### src/rtl/game_referee.sv
// Game referee: tracks the alive players, survival scores, eliminations and the winner.
// Optional high-score register is enabled with GAME_REFEREE_HISCORE_EN.
module game_referee #(
  parameter int MinLoc     = 0,
  parameter int MaxLoc     = 440,
  parameter int ScoreWidth = 10
) (
  input  logic                    clk_i,
  input  logic                    rst_i,
  input  logic                    start_i,
  input  logic [3:0]              player_en_i,
  input  logic                    score_tick_i,
  input  logic [8:0]              luc_loc0_i,
  input  logic [8:0]              luc_loc1_i,
  input  logic [8:0]              luc_loc2_i,
  input  logic [8:0]              luc_loc3_i,
  output logic [3:0]              alive_o,
  output logic [3:0]              elim_o,
  output logic [4*ScoreWidth-1:0] score_o,
  output logic [1:0]              state_o,
  output logic                    game_over_o,
  output logic [1:0]              winner_o,
  output logic                    winner_valid_o,
  output logic [ScoreWidth-1:0]   hiscore_o
);

  typedef enum logic [1:0] {
    IDLE = 2'b00,
    RUN  = 2'b01,
    OVER = 2'b10
  } state_t;

  localparam logic [ScoreWidth-1:0] ScoreMax = '1;

  state_t                state;
  logic [3:0]            alive;
  logic [3:0]            elim;
  logic [ScoreWidth-1:0] score     [4];
  logic [ScoreWidth-1:0] score_nxt [4];
  logic [8:0]            loc       [4];
  logic [3:0]            oob;
  logic [3:0]            next_alive;
  logic                  multi;
  logic [1:0]            solo;
  logic                  game_over;
  logic [1:0]            winner;
  logic                  winner_valid;
  logic                  fresh;
  logic                  finish;

  function automatic logic [2:0] popcnt(input logic [3:0] v);
    logic [2:0] c;
    c = '0;
    for (int i = 0; i < 4; i++) c = c + {2'b00, v[i]};
    return c;
  endfunction

  // Lowest set bit; 0 for an empty mask.
  function automatic logic [1:0] first_idx(input logic [3:0] v);
    logic [1:0] r;
    r = '0;
    for (int i = 3; i >= 0; i--) if (v[i]) r = 2'(i);
    return r;
  endfunction

  assign loc[0] = luc_loc0_i;
  assign loc[1] = luc_loc1_i;
  assign loc[2] = luc_loc2_i;
  assign loc[3] = luc_loc3_i;

  always_comb begin
    for (int n = 0; n < 4; n++) begin
      oob[n] = alive[n] &&
               (int'(loc[n]) < MinLoc || int'(loc[n]) > MaxLoc);
    end
    next_alive = alive & ~oob;
    for (int n = 0; n < 4; n++) begin
      score_nxt[n] = score[n];
      if (score_tick_i && next_alive[n] && score[n] != ScoreMax)
        score_nxt[n] = score[n] + ScoreWidth'(1);
    end
    fresh  = start_i && (|player_en_i) && (state != RUN);
    finish = multi ? (popcnt(next_alive) <= 3'd1) : (next_alive == 4'b0000);
  end

  always_ff @(posedge clk_i) begin
    if (rst_i) begin
      state        <= IDLE;
      alive        <= '0;
      elim         <= '0;
      multi        <= 1'b0;
      solo         <= '0;
      game_over    <= 1'b0;
      winner       <= '0;
      winner_valid <= 1'b0;
      for (int n = 0; n < 4; n++) score[n] <= '0;
    end else begin
      elim <= '0;
      if (fresh) begin
        state        <= RUN;
        alive        <= player_en_i;
        multi        <= popcnt(player_en_i) >= 3'd2;
        solo         <= first_idx(player_en_i);
        game_over    <= 1'b0;
        winner_valid <= 1'b0;
        for (int n = 0; n < 4; n++) score[n] <= '0;
      end else begin
        unique case (state)
          IDLE: ;
          RUN: begin
            alive <= next_alive;
            elim  <= oob;
            for (int n = 0; n < 4; n++) score[n] <= score_nxt[n];
            if (finish) begin
              state     <= OVER;
              game_over <= 1'b1;
              if (multi) begin
                winner       <= first_idx(next_alive);
                winner_valid <= |next_alive;
              end else begin
                winner       <= solo;
                winner_valid <= 1'b0;
              end
            end
          end
          OVER: begin
            // Start with an empty mask abandons the game entirely.
            if (start_i) begin
              state        <= IDLE;
              alive        <= '0;
              game_over    <= 1'b0;
              winner       <= '0;
              winner_valid <= 1'b0;
              for (int n = 0; n < 4; n++) score[n] <= '0;
            end
          end
          default: state <= IDLE;
        endcase
      end
    end
  end

`ifdef GAME_REFEREE_HISCORE_EN
  logic [ScoreWidth-1:0] hiscore;
  logic [ScoreWidth-1:0] best;

  always_comb begin
    best = score[0];
    for (int n = 1; n < 4; n++) if (score[n] > best) best = score[n];
  end

  always_ff @(posedge clk_i) begin
    if (rst_i) hiscore <= '0;
    else if (best > hiscore) hiscore <= best;
  end

  assign hiscore_o = hiscore;
`else
  assign hiscore_o = '0;
`endif

  for (genvar n = 0; n < 4; n++) begin : g_score
    assign score_o[n*ScoreWidth +: ScoreWidth] = score[n];
  end

  assign alive_o        = alive;
  assign elim_o         = elim;
  assign state_o        = state;
  assign game_over_o    = game_over;
  assign winner_o       = winner;
  assign winner_valid_o = winner_valid;

endmodule

### config.mk
export PLATFORM = sky130hd
export DESIGN_NAME = game_referee
export DESIGN_NICKNAME = d
export VERILOG_FILES = /design/src/rtl/game_referee.sv
export SDC_FILE = /design/constraint.sdc
export NUM_CORES = 1
export LEC_CHECK = 0
export CAP_MARGIN = 20
export CORE_UTILIZATION = 34
export DETAILED_ROUTE_END_ITERATION = 16
export REMOVE_ABC_BUFFERS = 1
export SYNTH_ARGS = -nofsm -noshare
export SYNTH_HDL_FRONTEND = slang
export SYNTH_SLANG_ARGS = --single-unit
### constraint.sdc
create_clock -name clk_i -period 3.35 [get_ports clk_i]
set_input_delay 0.67 -clock clk_i [delete_from_list [all_inputs] [get_ports clk_i]]
set_output_delay 0.67 -clock clk_i [all_outputs]
set_load 0.01 [all_outputs]
==> implementation parameters <==
Parameter                              Value

Final layout
  Synthesis-to-layout area growth    40.8%
  Number of nets in the finished design    roughly 560
  Fin area    4710 um2
  Final cell utilization of the core    0.502
  Area taken by multi-input logic gates    ~2000 um2
  Storage cell area    1240 um2
  Fraction of final layout cells sized beyond drive strength 1    0.106
  Total inserted antenna cells    0
  Number of inserted filler cells in the final layout    ~950

Setup path
  R2R depth    7
  First element of the critical path    luc_loc1_i[6]
  Maximum fanout along the worst path    3
  RR Startpoint    state_o[1]
  Startpoint class of the critical path    primary input
  CP required    3.57 ns
  RR Endpoint    score[1][9]
  Data arrival, critical path    between 3 and 4 ns
  R2R setup slack    1.02 ns
  Type of the setup path with the least slack    in2reg
  Critical Path Sink    game_over_o
  Critical path endpoint category    flop

Logic synthesis
  Sequential fraction of the synthesis area    0.371
  FFs w/ async S/R, synth    0
  Main combinational cell family by area after synthesis    simple AND/OR/NAND/NOR gates
  Most area-consuming cells after synthesis    sky130_fd_sc_hd__dfxtp_1 28%, sky130_fd_sc_hd__edfxtp_1 9.0%, sky130_fd_sc_hd__nand2_1 4.7%, sky130_fd_sc_hd__nor2_1 4.6%, sky130_fd_sc_hd__ha_1 3.7%
  Post-Syn Instances    around 390
  Post-synthesis share of cell area spent on and, or, nand and nor gates    0.261
  Fraction of synthesized area in multiplexers    0.0213
  EDFF count, synth    10
  Yosys top cell area share    0.282
  Library cell with the largest summed area after synthesis    sky130_fd_sc_hd__dfxtp_1
  Post-synthesis area per instance    approximately 8.7 um2
  Summed instance area of the synthesized netlist    3340 um2
  Most instantiated flip-flop cell in the synthesis netlist    sky130_fd_sc_hd__dfxtp_1
  Most numerous cell in the Yosys netlist    sky130_fd_sc_hd__dfxtp_1
  Xor/xnor cell area share of the yosys netlist    0.0472
  Yosys synthesis warning count    0
  Yosys reg bits    57
  Compound-gate portion of the synthesized area    0.196
  Post-synthesis cell type count    64
  Most frequent cells after synthesis    47 x sky130_fd_sc_hd__dfxtp_1, 42 x sky130_fd_sc_hd__nand2_1, 41 x sky130_fd_sc_hd__nor2_1, 21 x sky130_fd_sc_hd__a21oi_1
  Fraction of the mapped netlist area in adder cells    0.0494

Floorplanning
  Total die area    10200 um2
  Effective utilization at floorplan    0.357
  IO Pins    around 110
  Horiz. Die Dim    101 um
  Die Ht    between 100 and 150 um
  Number of cell rows    35
  Core area    9370 um2

CTS
  Buffer levels on the longest clock path    2
  Number of buffers inserted for hold repair after clock tree synthesis    0
  H-tree lvl count    3
  Number of clock sinks    between 50 and 60
  Cell chosen for the clock root    sky130_fd_sc_hd__clkbuf_8
  Setup Buffers After CTS    0
  Clock transition at path regs    0.06 ns
  Clock latency reported for the late side of the worst-skew pair    about 0.34 ns
  Number of cells upsized or downsized after cts    0
  Clock tree from TritonCTS    built
  Cts bufs inserted    9

Timing
  Slew at the pin with the worst max-slew slack    0.602 ns
  Unrepaired setup endpoints after global routing    no
  Number of max-slew violations in the final report    0
  Relative max-transition margin    0.597
  Final Hold Violating Endpoints    0
  Share of the cycle needed by the critical path after routing    0.913
  Peak Freq    between 300 and 400 MHz
  Post-route worst setup slack    0.291 ns
  Total negative slack    0 ns
  Final count of negative-setup-slack endpoints    0
  Final worst path period need    roughly 3 ns
  Worst clock skew    roughly 0.0092 ns

Min path
  WHS Path Cells    1
  Class of the worst hold path    reg2reg

Place
  Quantity of I/O buffers inserted on ports    97
  Post-placement worst setup slack    -0.113 ns
  GP Congestion    between 0.8 and 0.9
  Sum of net half-perimeters after detailed placement    slightly below 7000 um
  Total cell area at the placement stage    4540 um2

Pwr
  Peak ir drop on the vdd network    between 0.15 and 0.2 mV
  Power per unit of standard cell area    approximately 390 nW/um2
  Logic pwr share    0.269
  Clock network power share    0.300
  Fraction of power consumed by sequential logic    0.430
  Switching component of the power    between 0.0005 and 0.0006 W
  Net switching fraction of the power    0.310
  Internal power of the cells    0.00127 W
  Leakage component of the power    between 1.5 and 2 nW

Route
  Avg Vias per Cell    about 5.1
  Post-DR wirelength/cell    approximately 14 um
  DR iter-0 viols    98
  Count of unresolved DRC violations after routing    0
  Length of the first detailed-routing pass in iterations    4
  Antenna viol nets, final    0
  Routed vias    around 3300
  Routed wire length    8920 um

GRT
  Antenna violations before repair    0
  Wire length of the first global-routing pass    14600 um
  Vias in the first global route    between 2000 and 3000
  Overflow left after global routing    0
  Largest net degree at the start of global routing    14
  Total global-route track usage    0.184

Outcome
  Result of the run    finished, final reports clean

Job
  Number of violations of the max-capacitance limit    0
==> flip-flops by register name, summed over array words and instances (netlist names) <==
register,count
state_o,2
game_over_o,1
winner_valid_o,1
elim_o,4
multi,1
winner_o,2
solo,2
score,40
alive_o,4
==> how the worst min path moves through the flow <==
stage,slack (ns),start,end
2_1_floorplan,0.45,solo[1],solo[1]
3_3_place_gp,0.47,winner_o[1],winner_o[1]
3_5_place_dp,0.47,winner_o[1],winner_o[1]
4_1_cts,0.48,winner_o[1],winner_o[1]
5_1_grt,0.51,solo[1],solo[1]
6_report,0.47,winner_o[1],winner_o[1]
==> stage by stage <==
| step | total power [W] | std cells | hold WS (ns) |
|---|---|---|---|
| after global routing | 0.00196 | 639 | 0.512 |
| final | 0.00184 | 639 | 0.474 |
| after detailed placement | 0.00130 | 623 | 0.467 |
| after floorplan | 0.00105 | 379 | 0.453 |
| after global placement | 0.00130 | 623 | 0.470 |
| after CTS | 0.00187 | 639 | 0.483 |
==> per-layer routing <==
| layer | up-vias | share of wire | global-route usage |
|---|---|---|---|
| met1 | 1545 | 0.47 | 0.235 |
| met5 | - | 0 | 0 |
| li1 | 1644 | - | - |
| met2 | 80 | 0.47 | 0.304 |
| met4 | 0 | 0.0098 | 0.0424 |
| met3 | 8 | 0.048 | 0.0573 |
==> worst max-delay path: stages <==
cell and delay (ns):
sky130_fd_sc_hd__clkdlybuf4s50_1 0.42, sky130_fd_sc_hd__nor4_1 0.29, sky130_fd_sc_hd__buf_4 0.17, sky130_fd_sc_hd__o31a_2 0.14
sky130_fd_sc_hd__inv_1 0.07, sky130_fd_sc_hd__fa_1 0.49, sky130_fd_sc_hd__nor3b_1 0.17, sky130_fd_sc_hd__o21ai_0 0.14
sky130_fd_sc_hd__a21oi_1 0.21, sky130_fd_sc_hd__a21oi_1 0.14, sky130_fd_sc_hd__a2111oi_1 0.39
==> layout by cell type (no fill, tap or decap), types with 10 or more instances in the layout <==
master / synthesis / routed
sky130_fd_sc_hd__a21oi_1: 21 / 21
sky130_fd_sc_hd__a31oi_1: 10 / 10
sky130_fd_sc_hd__buf_4: 10 / 18
sky130_fd_sc_hd__clkbuf_8: 0 / 10
sky130_fd_sc_hd__clkdlybuf4s50_1: 0 / 97
sky130_fd_sc_hd__conb_1: 1 / 10
sky130_fd_sc_hd__dfxtp_1: 47 / 47
sky130_fd_sc_hd__edfxtp_1: 10 / 10
sky130_fd_sc_hd__ha_1: 10 / 10
sky130_fd_sc_hd__inv_1: 18 / 18
sky130_fd_sc_hd__nand2_1: 42 / 42
sky130_fd_sc_hd__nand3_1: 18 / 18
sky130_fd_sc_hd__nor2_1: 41 / 41
sky130_fd_sc_hd__nor3_1: 12 / 12
sky130_fd_sc_hd__nor4_1: 10 / 10
sky130_fd_sc_hd__o21ai_0: 13 / 13
sky130_fd_sc_hd__xnor2_1: 11 / 11
==> layout make-up <==
| cell class | instances | area share |
|---|---|---|
| Multi-Input combinational cell | 302 | 0.416 |
| Sequential cell | 57 | 0.264 |
| Timing Repair Buffer | 115 | 0.235 |
| Tap cell | 129 | 0.0343 |
| Clock buffer | 12 | 0.0308 |
| Inverter | 20 | 0.0159 |
| Clock inverter | 4 | 0.00425 |
==> logic make-up after synthesis <==
group / Yosys count
and+or+nand+nor: 168
AOI/OAI and AO/OA: 87
DFF: 57
buffers and inverters: 36
xor gates and xnor gates: 18
adders and majority gates: 12
muxes: 7
other: 1
==> power by group through the flow <==
stage	Sequential, W	Combinational [W]	Clock, W
2_1_floorplan	0.000817	0.000236	0
3_3_place_gp	0.000807	0.000492	0
3_5_place_dp	0.000808	0.000495	0
4_1_cts	0.000793	0.000497	0.000580
5_1_grt	0.000801	0.000542	0.000620
6_report	0.000793	0.000496	0.000553
Note: power is estimated with default switching activity, not from simulation.
